==> src/rtl/motor_pkg.sv <==
// rtl/motor_pkg.sv - shared constants for the eight-channel step-pulse generator
package motor_pkg;

    localparam int N_CH   = 8;
    localparam int PEND_W = 4;

    localparam logic [1:0] ST_IDLE = 2'd0;
    localparam logic [1:0] ST_HIGH = 2'd1;
    localparam logic [1:0] ST_LOW  = 2'd2;

endpackage

==> src/rtl/motor_pls_chan.sv <==
// rtl/motor_pls_chan.sv - one step-pulse channel: synchronisers, edge detect, timing FSM, optional pending queue
// Optional request queue enabled by defining MOTOR_PLS_QUEUE_EN.
module motor_pls_chan
    import motor_pkg::*;
#(
    parameter int PLS_HIGH = 50,
    parameter int PLS_LOW  = 50,
    parameter int CNT_W    = 8
) (
    input  logic clk,
    input  logic rst_n,
    input  logic strobe,
    input  logic enable,
    output logic pls,
    output logic busy,
    output logic overrun
);

    localparam logic [CNT_W-1:0] HIGH_LOAD = CNT_W'(PLS_HIGH - 1);
    localparam logic [CNT_W-1:0] LOW_LOAD  = CNT_W'(PLS_LOW - 1);

    logic [2:0]       pls_sync;
    logic [1:0]       en_sync;
    logic [1:0]       state;
    logic [CNT_W-1:0] cnt;
    logic             req;
    logic             en;
    logic             terminal;
    logic             have_pend;
    logic             queue_full;

    always_ff @(posedge clk or negedge rst_n) begin
        if (!rst_n) begin
            pls_sync <= '0;
            en_sync  <= '0;
        end else begin
            pls_sync <= {pls_sync[1:0], strobe};
            en_sync  <= {en_sync[0], enable};
        end
    end

    assign req      = pls_sync[1] & ~pls_sync[2];
    assign en       = en_sync[1];
    assign terminal = (state == ST_LOW) && (cnt == '0);

`ifdef MOTOR_PLS_QUEUE_EN
    logic [PEND_W-1:0] pending;

    assign have_pend  = (pending != '0);
    assign queue_full = &pending;

    // A dequeue and a new request in the same terminal cycle cancel out.
    always_ff @(posedge clk or negedge rst_n) begin
        if (!rst_n) begin
            pending <= '0;
        end else if (!en) begin
            pending <= '0;
        end else if (terminal && have_pend) begin
            if (!req) pending <= pending - 1'b1;
        end else if (req && (state != ST_IDLE) && !terminal && !queue_full) begin
            pending <= pending + 1'b1;
        end
    end
`else
    assign have_pend  = 1'b0;
    assign queue_full = 1'b1;
`endif

    always_ff @(posedge clk or negedge rst_n) begin
        if (!rst_n) begin
            state   <= ST_IDLE;
            cnt     <= '0;
            overrun <= 1'b0;
        end else if (!en) begin
            state   <= ST_IDLE;
            cnt     <= '0;
            overrun <= 1'b0;
        end else begin
            if (req && (state != ST_IDLE) && !terminal && queue_full)
                overrun <= 1'b1;
            case (state)
                ST_IDLE: begin
                    if (req) begin
                        state <= ST_HIGH;
                        cnt   <= HIGH_LOAD;
                    end
                end
                ST_HIGH: begin
                    if (cnt == '0) begin
                        state <= ST_LOW;
                        cnt   <= LOW_LOAD;
                    end else begin
                        cnt <= cnt - 1'b1;
                    end
                end
                ST_LOW: begin
                    if (cnt == '0) begin
                        if (have_pend || req) begin
                            state <= ST_HIGH;
                            cnt   <= HIGH_LOAD;
                        end else begin
                            state <= ST_IDLE;
                        end
                    end else begin
                        cnt <= cnt - 1'b1;
                    end
                end
                default: begin
                    state <= ST_IDLE;
                    cnt   <= '0;
                end
            endcase
        end
    end

    assign pls  = (state == ST_HIGH);
    assign busy = (state != ST_IDLE);

endmodule

==> src/rtl/motor_pls_gen.sv <==
// rtl/motor_pls_gen.sv - eight independent step-pulse channels fed by asynchronous strobes and enables
// Optional request queue enabled by defining MOTOR_PLS_QUEUE_EN.
module motor_pls_gen
    import motor_pkg::*;
#(
    parameter int PLS_HIGH = 50,
    parameter int PLS_LOW  = 50,
    parameter int CNT_W    = 8
) (
    input  logic            CLK,
    input  logic            nRST,
    input  logic [N_CH-1:0] gStateCmd,
    input  logic [N_CH-1:0] gPlsCmd,
    output logic [N_CH-1:0] MotorPls,
    output logic [N_CH-1:0] MotorBusy,
    output logic [N_CH-1:0] PlsOverrun
);

    for (genvar g = 0; g < N_CH; g++) begin : g_chan
        motor_pls_chan #(
            .PLS_HIGH (PLS_HIGH),
            .PLS_LOW  (PLS_LOW),
            .CNT_W    (CNT_W)
        ) u_chan (
            .clk     (CLK),
            .rst_n   (nRST),
            .strobe  (gPlsCmd[g]),
            .enable  (gStateCmd[g]),
            .pls     (MotorPls[g]),
            .busy    (MotorBusy[g]),
            .overrun (PlsOverrun[g])
        );
    end

endmodule
==> config.mk <==
export PLATFORM = sky130hd
export DESIGN_NAME = motor_pls_gen
export DESIGN_NICKNAME = d
export VERILOG_FILES = /design/src/rtl/motor_pkg.sv /design/src/rtl/motor_pls_chan.sv /design/src/rtl/motor_pls_gen.sv
export SDC_FILE = /design/constraint.sdc
export NUM_CORES = 1
export LEC_CHECK = 0
export CORE_ASPECT_RATIO = 0.5
export CORE_MARGIN = 8
export CORE_UTILIZATION = 32
export CTS_BUF_LIST = sky130_fd_sc_hd__clkbuf_2 sky130_fd_sc_hd__clkbuf_4 sky130_fd_sc_hd__clkbuf_8
export CTS_CLUSTER_DIAMETER = 200
export DETAILED_ROUTE_END_ITERATION = 6
export GPL_TIMING_DRIVEN = 0
export PLACE_DENSITY = 0.59
export SETUP_SLACK_MARGIN = 0.02
export SLEW_MARGIN = 20
export SYNTH_ARGS = -nofsm -noshare
export SYNTH_HDL_FRONTEND = slang
export SYNTH_SLANG_ARGS = --single-unit
export TNS_END_PERCENT = 5
==> constraint.sdc <==
create_clock -name CLK -period 2.7 [get_ports CLK]
set_clock_uncertainty 0.05 [all_clocks]
set_input_delay 0.675 -clock CLK [delete_from_list [all_inputs] [get_ports CLK]]
set_output_delay 0.675 -clock CLK [all_outputs]
set_load 0.03 [all_outputs]
* After elaboration in Yosys (flattened, before gate mapping) *
Cells that the tools add are included.

storage, ports and cells
  register bits after elaboration = 128
  input port bits = 18
  word-level logic and storage cells = 280

cells by class
  add/subtract/negate cells = 8
  equality and inequality tests = 48
  multiplexer cells = 104
  bitwise gates (word level) = 16
  reduce and logical (&&, ||, !) cells = 64

operators with widths
  kind                                               count
  two-way mux 8 bit                                  32
  one-hot mux 8 bit (3 select lines)                 8
  inequality test 3 bit (second input constant)      24
  logical NOT 8 bit                                  8
  two-way mux 2 bit                                  32
  subtractor 8 x 1 -> 8 bit (second input constant)  8
  one-hot mux 2 bit (3 select lines)                 8
  logical AND 1 bit                                  24
  two-way mux 1 bit                                  24
  AND reduction 3 bit                                8
  == test 2 x 1 -> 1 bit (second input constant)     8
  == test 2 bit (second input constant)              8
  logical NOT 2 bit                                  8
  inequality test 2 bit (second input constant)      8
  nonzero test 2 bit                                 8
  bitwise AND 1 bit                                  8
  logical NOT 1 bit                                  8
  NOT 1 bit                                          8

* Depth between registers and ports, before layout *
Gate-level depths: netlist of run 1.

  depth after elaboration = 6
  mapped depth = 7

* Modules after synthesis *
Synthesis of run 1 repeated with hierarchy kept, for this count alone.

second synthesis, totals
  cells, all modules = 693
  area total of the unflattened synthesis = 6919.1 sq um

by module, submodules not included
  module                                  times used  cells each  area each (sq um)  sequential area each (sq um)
  motor_pls_chan at g_chan[0].u_chan ...  5           87          869.6              400.4
  motor_pls_chan at g_chan[5].u_chan ...  2           85          852.1              400.4
  motor_pls_chan at g_chan[7].u_chan      1           88          867.1              400.4

* Least setup slack after synthesis of run 1 *
OpenSTA, ideal clock, no wires.

  kind = flip-flop to flip-flop
  start point = register g_chan[5].u_chan.cnt[0]
  end point = register g_chan[5].u_chan.cnt[4]
  library setup time = 0.147 ns
  data arrival time = 1.799 ns
  required time = 2.503 ns
  setup slack = 0.704 ns
  cell stages (with the launch flop) = 8
  path buffers = 1
  clock period less this slack = 1.996 ns
  cell sequence = dfrtp_1 -> clkbuf_1 -> inv_1 -> ha_1 -> or3b_2 -> o41a_1 -> o221ai_2 -> a21oi_1

on the way
  cells in the longest elaborated chain, start to end = 4
  elaborated cells on any way between the ends = 6
  those cells by class = add/sub (1); mux (4); reduce/logical (1)

RTL lines
  what                                                                   RTL line                                    text
  start, declared                                                        motor_pls_chan.sv:25                        logic [CNT_W-1:0] cnt;
  start signal, assigned                                                 motor_pls_chan.sv:93                        cnt <= cnt - 1'b1;
  start signal, assigned                                                 motor_pls_chan.sv:105                       cnt <= cnt - 1'b1;
  subtractor 8 x 1 -> 8 bit / logical NOT 8 bit (equally long branches)  --
  two-way mux 8 bit (on tied branches)                                   motor_pls_chan.sv:97, motor_pls_chan.sv:89
  one-hot mux 8 bit (3 select lines) (*)                                 motor_pls_chan.sv:81                        case (state)
  two-way mux 8 bit (*)                                                  motor_pls_chan.sv:74                        end else if (!en) begin

Every way passes the cells marked *; elsewhere a longest branch is shown, timed or not.
A chain may end at the register's enable or synchronous reset.

* Final worst setup path of run 1 *
  start point = register g_chan[1].u_chan.state[0]
  end point = output MotorPls[1]

on the way
  cells in the longest elaborated chain, start to end = 1

RTL lines
  what                    RTL line               text
  start, declared         motor_pls_chan.sv:24   logic [1:0] state;
  start signal, assigned  motor_pls_chan.sv:71   state <= ST_IDLE;
  start signal, assigned  motor_pls_chan.sv:75   state <= ST_IDLE;
  start signal, assigned  motor_pls_chan.sv:84   state <= ST_HIGH;
  == test 2 x 1 -> 1 bit  motor_pls_chan.sv:116  assign pls = (state == ST_HIGH);
  end, declared           motor_pls_gen.sv:14    output logic [N_CH-1:0] MotorPls,

No other way between the ends.

==> run summary, run 1 <==
The filler-free cell count of the finished design came out at 1081. After detailed routing, the average wire length per cell comes to 13.5 um. The most frequent standard cell in the layout excluding fill and tap cells is dfrtp_1. The worst setup path is of the reg -> out kind. The max-cap violation count came out at 0. TritonCTS built the clock tree. In this run the deepest clock path goes through 2 buffers. The total design power is 6.69 mW. The per-cell via count in the routed design is 5.16.

The later pin in the worst-skew pair is clocked with a latency of 440 ps. In the synthesized netlist the dominant register cell turns out to be dfrtp_1. The run finished with clean final reports. Setup repair after global routing left no endpoint under its margin. The utilization of the core after routing is 0.378.

The per-instance average area after synthesis came out at 9.71 sq um. The clock-pin slew on the worst setup and hold paths is 80 ps. The final instance area came out at 0.00810 sq mm.

Synthesis produced a netlist with a net count of 748. STA classifies the critical path startpoint as a flop. The tightest slew margin relative to the limit is 0.452. The number of DRC markers after the initial detailed-route iteration came out at 263. The port buffer count came out at 41. The remaining antenna violation count after routing came out at 0. Of all nets on the critical path, the largest fanout is 8. Power spread over the standard cell area amounts to 826 mW/mm^2.

The leakage component of the power is 3.46 nW. In the final layout, the share of cells above drive strength 1 is 0.150. STA classifies the critical path endpoint as an output port.

For this block, the routed nets add up to 14600 um of wire. The synthesized design contains 128 register bits. In the layout the commonest cells are 126 x dfrtp_1, 55 x a21oi_1, 44 x nor2_1, 42 x inv_1, 40 x nand2_1. The global route total overflow is 0. The number of pins with negative max-slew slack in the final report came out at 0. The cell sitting at the root of the clock tree is a clkbuf_8. TritonCTS created 17 clock buffers. For this design, the CTS-stage hold fixing added 0 buffers. The critical path required time came out at 1980 ps. The vertical die dimension is 120 um. The number of diodes came out at 0. The timing-limited maximum frequency is 0.387 GHz. The number of nets at the end of the flow came out at 804. The shortest period the worst path allows is 2580 ps. The worst register-to-register path has a setup slack of 520 ps. The area of the mapped netlist is 0.00693 sq mm. The layout overhead on the synthesized area came out at 16.9%. The worst voltage drop across the vdd grid came out at 0.331 mV.

42 I/O pins were placed. The pre-antenna-repair detailed-routing pass consisted of 5 iterations. The data arrival at the endpoint of the critical path is 1860 ps. The total global-route track usage came out at 0.114. The initial antenna violation count came out at 0.

From left edge to right edge, the die measures 224 um. Entering global routing, the biggest net connects 96 pins. The number of flops mapped to enable cells by yosys is 0. The path class of the tightest hold or removal check is in -> async. After detailed routing, the number of remaining DRC violations is 0. The sequential share of the synthesized area is 0.462. The count of vias placed by the detailed router came out at 5575. The final critical-path share of the clock period is 0.957. The number of distinct library cells after synthesis came out at 79. Setup violations remaining at the end of the flow were counted as 0.

The sum of net half-perimeters after detailed placement is 10100 um. The number of failing hold endpoints at the final stage was 0. The Yosys step of the flow raised 0 warnings.

In this run the core area contains 38 standard-cell rows. The total number of clock tree sinks came out at 128. In the synthesized netlist the async set-or-reset flop fraction comes to 1.00. The floorplan die area came out at 0.0269 sq mm. The number of global-route vias before repair came out at 5470.

At the end of routability-driven placement, the weighted congestion stood at 0.844. The final worst hold slack is 49.7 ps. The initial utilization of the core area, before any placement, comes to 0.323. The number of setup buffers added after CTS is 0. The wire length of the first global-routing pass came out at 26000 um. The instance area after placement is 0.00775 sq mm. The H-tree was split into 4 levels. Counting every instance in the synthesized netlist gives 714. For the pin with the worst max-slew slack, the measured transition is 813 ps. The core footprint came out at 0.0214 sq mm.

Counting tap cells, the placed design contains a total of 1056 instances.
-- power by group --
part / internal (mW) / switching (mW)
registers: 2.18 / 0.342
clock network: 0.916 / 0.771
logic: 1.05 / 1.43
total: 4.15 / 2.55
-- cells in the mapped netlist, types with 4 or more instances --
master,instances,area (sq um)
dfrtp_1,128,3200
a21oi_1,55,275
nor2_1,47,176
inv_1,42,158
nand2_1,40,150
o21ai_0,26,130
buf_4,24,180
nor3_1,24,120
nand3_1,21,105
o21a_1,21,158
clkbuf_1,19,71.3
a31oi_1,16,100
ha_1,16,200
nand2b_1,13,81.3
a211oi_1,10,75.1
nor2b_1,10,62.6
nor3b_1,10,75.1
nor4_1,9,56.3
a311oi_1,8,70.1
or3b_2,8,70.1
xor2_1,8,70.1
a21boi_0,7,52.6
xnor2_1,7,61.3
and3_1,6,37.5
nor4_2,6,75.1
o31a_1,6,52.6
o31ai_1,6,45.0
or3_1,6,37.5
a211o_1,5,43.8
and2_1,5,31.3
nand4_1,5,31.3
or4_1,5,37.5
a2111oi_0,4,35.0
a21o_1,4,30.0
a22o_1,4,35.0
a22oi_1,4,30.0
o22ai_1,4,25.0
-- routing by layer --
| layer | vias up | track usage | part of all wire | wire [um] |
|---|---|---|---|---|
| li1 | 2738 | - | - | - |
| met1 | 2737 | 0.147 | 0.48 | 6960 |
| met2 | 84 | 0.188 | 0.48 | 7080 |
| met3 | 16 | 0.0217 | 0.029 | 425 |
| met4 | 0 | 0.0422 | 0.012 | 177 |
| met5 | - | 0 | 0 | 0 |
-- repair_timing --
action	CTS	global route
endpoints found under the setup margin	15	4
pin swaps	0	0
resized for setup	23	3
-- critical path, cell delays in order (launching register included) --
cell and delay (ps):
dfrtp_1 330, clkbuf_2 190, inv_1 130, nor2_1 240, buf_4 150, dlygate4sd2_1 390
-- worst paths after layout --
path,to,cells after the start,startpoint
min in group CLK,g_chan[0].u_chan.pls_sync[1]$_DFF_PN0_,0,g_chan[0].u_chan.pls_sync[0]$_DFF_PN0_
worst max-delay path,MotorPls[1],5,g_chan[1].u_chan.state[0]$_DFFE_PN0P_
max in group asynchronous,g_chan[6].u_chan.state[1]$_DFFE_PN0P_,2,nRST
worst min register to register,g_chan[0].u_chan.pls_sync[1]$_DFF_PN0_,0,g_chan[0].u_chan.pls_sync[0]$_DFF_PN0_
worst max register to register,g_chan[5].u_chan.cnt[5]$_DFF_PN0_,7,g_chan[5].u_chan.cnt[1]$_DFF_PN0_
worst min-delay path,g_chan[7].u_chan.state[0]$_DFFE_PN0P_,1,nRST
-- per-stage QoR --
| stage | setup TNS, ps | setup WS [ps] |
|---|---|---|
| after floorplan | 0 | 704 |
| after global placement | -552940 | -4340 |
| after detailed placement | 0 | 161 |
| after CTS | 0 | 23.2 |
| after global routing | 0 | 27.1 |
| final | 0 | 116 |
-- flip-flops by register name, summed over array words and instances (netlist names) --
register / count
g_chan.u_chan.state: 16
g_chan.u_chan.cnt: 64
g_chan.u_chan.en_sync: 16
g_chan.u_chan.overrun: 8
g_chan.u_chan.pls_sync: 24
-- logic make-up (layout without fill, tap and decap cells) --
family | count (synthesis) | in the layout | share of synthesized area
buffers and inverters | 90 | 157 | 0.0643
flip-flops | 128 | 128 | 0.462
AND/OR/NAND/NOR | 238 | 238 | 0.195
XOR/XNOR | 15 | 15 | 0.0190
adder cells (fa/ha/maj) | 16 | 16 | 0.0289
AO/OA/AOI/OAI | 227 | 227 | 0.230
-- layout make-up --
type | count | area, sq um
multi-input cells | 496 | 3290
inverters | 43 | 163
clock inverters | 11 | 143
well taps | 300 | 375
flip-flops and latches | 128 | 3210
plain buffers | 42 | 270
clock buffers | 19 | 249
fillers | 2160 | 13300
repair buffers | 42 | 408
Note: power is estimated with default switching activity, not from simulation.
==> run 2, diff against run 1 <==
==> constraint.sdc (replaced) <==
create_clock -name CLK -period 2.7 [get_ports CLK]
set_clock_uncertainty 0.05 [all_clocks]
set_input_delay 0.54 -clock CLK [delete_from_list [all_inputs] [get_ports CLK]]
set_output_delay 0.54 -clock CLK [all_outputs]
set_load 0.03 [all_outputs]
==> run 2 against run 1 <==
Die area did not move. First-iteration DRC count did not move. Power rose by 0.12%. Sequential power barely moved. Worst setup slack improved by 4.9 ps.
==> run summary, run 2 (synthesis results as in run 1) <==
Outcome: finished clean (unchanged). The transition time at the pin with the least slew margin is 801 ps (was 813 ps). The worst reg2reg path endpoint is g_chan[5].u_chan.cnt[4]$_DFF_PN0_ (was g_chan[5].u_chan.cnt[5]$_DFF_PN0_). The leakage component of the power came out at 3.47 nW (was 3.46 nW).

The H-tree depth reported by CTS is 4 (unchanged). Ordered cell list for the critical path: clkbuf_1 > nor2_2 > inv_1 > buf_4 > clkdlybuf4s50_1 (was clkbuf_2 > inv_1 > nor2_1 > buf_4 > dlygate4sd2_1). The initial antenna violation count came to 0 (unchanged). The number of core rows came out at 38 (unchanged). The number of pins with negative max-slew slack in the final report came to 0 (unchanged). The CTS tree is yes (unchanged).

The number of setup violations in the final report is 0 (unchanged). The critical register-to-register path startpoint is g_chan[5].u_chan.cnt[0]$_DFF_PN0_ (was g_chan[5].u_chan.cnt[1]$_DFF_PN0_). The floorplan die area came out at 0.0269 sq mm (unchanged). The cell count after placement is 1056 (unchanged). The setup slack after layout was 121 ps (was 116 ps).

The part of the total power dissipated in the clock network is 0.252 (about the same). The category of the most critical setup path is reg -> out (unchanged). The worst hold path begins at g_chan[0].u_chan.pls_sync[0]$_DFF_PN0_. The number of buffers inserted by post-CTS setup repair came out at 0 (unchanged). The clock latency of the later-clocked register in the worst-skew pair is 440 ps (about the same). The summed negative setup slack over all endpoints came out at 0 ps (unchanged). The effective utilization at floorplan is 0.323 (unchanged). The worst-case reg-to-reg path depth was 7 (unchanged). The count of pins on the block boundary came out at 42 (unchanged). The total wire length after detailed routing came out at 14600 um (about the same). The total number of clock tree sinks is 128 (unchanged). The filler cell count in the final layout came out at 2158 (was 2160).

The total global-route track usage came out at 0.114 (unchanged). The die boundary width came out at 224 um (unchanged). The final worst hold slack is 301 ps (was 49.7 ps). The utilization of the core after routing came out at 0.380 (was 0.378).

The number of detailed-route iterations in the first pass came out at 7 (was 5). The global route total overflow is 0 (unchanged). The uppermost layer routed is met4 (unchanged).

The length of routed met2 wiring came out at 7070 um (was 7080 um). The proportion of power drawn by combinational gates is 0.374 (was 0.371). The critical path required time is 2110 ps (was 1980 ps). The tightest slew margin relative to the limit is 0.460 (was 0.452). Commonest cells after routing, fill and taps aside: 127 x dfrtp_1, 55 x a21oi_1, 45 x nor2_1, 42 x inv_1, 40 x nand2_1 (was 126 x dfrtp_1, 55 x a21oi_1, 44 x nor2_1, 42 x inv_1, 40 x nand2_1). The data arrival at the endpoint of the critical path came to 1990 ps (was 1860 ps). The share of layout cells above drive strength 1 came out at 0.141 (was 0.150). The maximum clock path buffer count came out at 2 (unchanged). The layout overhead on the synthesized area was 17.5% (was 16.9%). The clock tree root buffer cell is clkbuf_8 (unchanged). The sum of net half-perimeters after detailed placement is 10100 um (unchanged). The met1 routed wirelength after detailed routing is 6920 um (was 6960 um). The net switching share of the total power was 0.380 (about the same).

The switching power total came out at 2.54 mW (was 2.55 mW). The met3 wire length came out at 413 um (was 425 um). The shortest period the worst path allows was 2580 ps (about the same).

The number of design rule violations left after detail routing is 0 (unchanged). The filler-free cell count of the finished design is 1085 (was 1081). The pin count of the biggest net entering global routing is 96 (unchanged). The number of flip-flops under the largest register name is 64 (unchanged). The wire length of the first global-routing pass is 26000 um (unchanged).

The max-cap violation count came out at 0 (unchanged). The fraction of power consumed by sequential logic was 0.375 (was 0.377). The path type of the worst min-delay path is reg -> reg (was in -> async). The per-cell via count in the routed design came out at 5.14 (was 5.16). The highest fanout seen on the critical path came out at 8 (unchanged). Top flop regs: g_chan.u_chan.cnt: 64 flops, g_chan.u_chan.pls_sync: 24 flops (unchanged). The internal power component was 4.16 mW (was 4.15 mW). The largest stage delay on the critical path came to 580 ps (was 390 ps).

The clock-pin slew on the worst setup and hold paths came out at 70 ps (was 80 ps). The final estimated routing congestion in global placement came out at 0.844 (unchanged). Unrepaired setup endpoints after global routing: yes (was no). The register ranked first by flip-flop count was g_chan.u_chan.cnt (unchanged). The number of diodes came out at 0 (unchanged).

The number of nets at the end of the flow is 808 (was 804). The core footprint came out at 0.0214 sq mm (unchanged). The vertical die dimension was 120 um (unchanged). The routed length per placed instance came out at 13.5 um (about the same). The number of failing hold endpoints at the final stage came out at 0 (unchanged). The power per standard cell area was 823 mW/mm^2 (was 826 mW/mm^2).

The final critical-path share of the clock period is 0.955 (was 0.957). The number of clock buffers inserted by TritonCTS came out at 17 (unchanged). The remaining antenna violation count after routing is 0 (unchanged). The kind of start point of the critical path is a flop (unchanged).

The end of the worst hold path is g_chan[0].u_chan.pls_sync[1]$_DFF_PN0_. The worst-path cell with the longest stage delay is clkdlybuf4s50_1 (was dlygate4sd2_1). The worst voltage drop across the vdd grid came out at 0.329 mV (was 0.331 mV). The endpoint type of the worst setup path was an output port (unchanged). The port buffer count was 41 (unchanged). The number of global-route vias before repair is 5503 (was 5470). The slack of the worst reg-to-reg path was 530 ps (was 520 ps). The number of DRC markers after the initial detailed-route iteration was 263 (unchanged). The worst hold path passes through 0 cells. The count of vias placed by the detailed router is 5582 (was 5575). The worst slack at placement came out at 296 ps (was 161 ps). The timing-limited maximum frequency is 0.388 GHz (was 0.387 GHz).

The most frequent standard cell in the layout excluding fill and tap cells is dfrtp_1 (unchanged).
run 2: power groups by stage:
stage / sequential (mW) / combinational (mW) / clock (mW)
6_report: 2.51 / 2.50 / 1.69
5_1_grt: 2.56 / 2.80 / 1.83
4_1_cts: 2.50 / 2.51 / 1.76
3_5_place_dp: 2.53 / 2.51 / 0
3_3_place_gp: 2.53 / 2.47 / 0
2_1_floorplan: 2.45 / 1.96 / 0
run 2: timing repair:
item,in CTS,in global routing
hold buffers,1,0
hold endpoints to repair,33,0
gates resized for setup,16,4
cloned,0,0
endpoints found under the setup margin,13,5
run 2: routing by layer:
metal,vias up,global-route usage
met5,-,0
met4,0,0.0422
met3,17,0.0217
met2,85,0.189
met1,2730,0.147
li1,2750,-
run 2: worst max path at each step:
stage | start | depth (start not counted) | endpoint | slack [ps]
4_1_cts | g_chan[1].u_chan.state[1]$_DFFE_PN0P_ | 5 | MotorBusy[1] | 30
2_1_floorplan | g_chan[5].u_chan.cnt[0]$_DFF_PN0_ | 7 | g_chan[5].u_chan.cnt[4]$_DFF_PN0_ | 700
3_3_place_gp | nRST | 1 | g_chan[2].u_chan.cnt[4]$_DFF_PN0_ | -4200
3_5_place_dp | g_chan[6].u_chan.state[1]$_DFFE_PN0P_ | 5 | MotorBusy[6] | 300
5_1_grt | g_chan[2].u_chan.state[0]$_DFFE_PN0P_ | 5 | MotorBusy[2] | -20
6_report | g_chan[2].u_chan.state[0]$_DFFE_PN0P_ | 5 | MotorBusy[2] | 120
run 2: through the flow:
| step | total power [mW] | instance area [sq um] |
|---|---|---|
| floorplan | 4.41 | 6930 |
| global placement | 4.99 | 7720 |
| detailed placement | 5.04 | 7750 |
| CTS | 6.77 | 8150 |
| global route | 7.20 | 8140 |
| finish | 6.70 | 8140 |
run 2: critical path: cells and delay by family, from the launching register on:
family	cells	cell delay, ps
buffers and inverters	4	950
flip-flops	1	360
AND/OR/NAND/NOR	1	240
run 2: final cells by class:
cell class | instances | area, sq um | area share
repair buffers | 43 | 437 | 0.0536
inverters | 43 | 163 | 0.0200
plain buffers | 45 | 284 | 0.0349
well taps | 300 | 375 | 0.0461
multi-input cells | 496 | 3290 | 0.404
clock buffers | 19 | 249 | 0.0306
flip-flops and latches | 128 | 3200 | 0.394
clock inverters | 11 | 143 | 0.0175
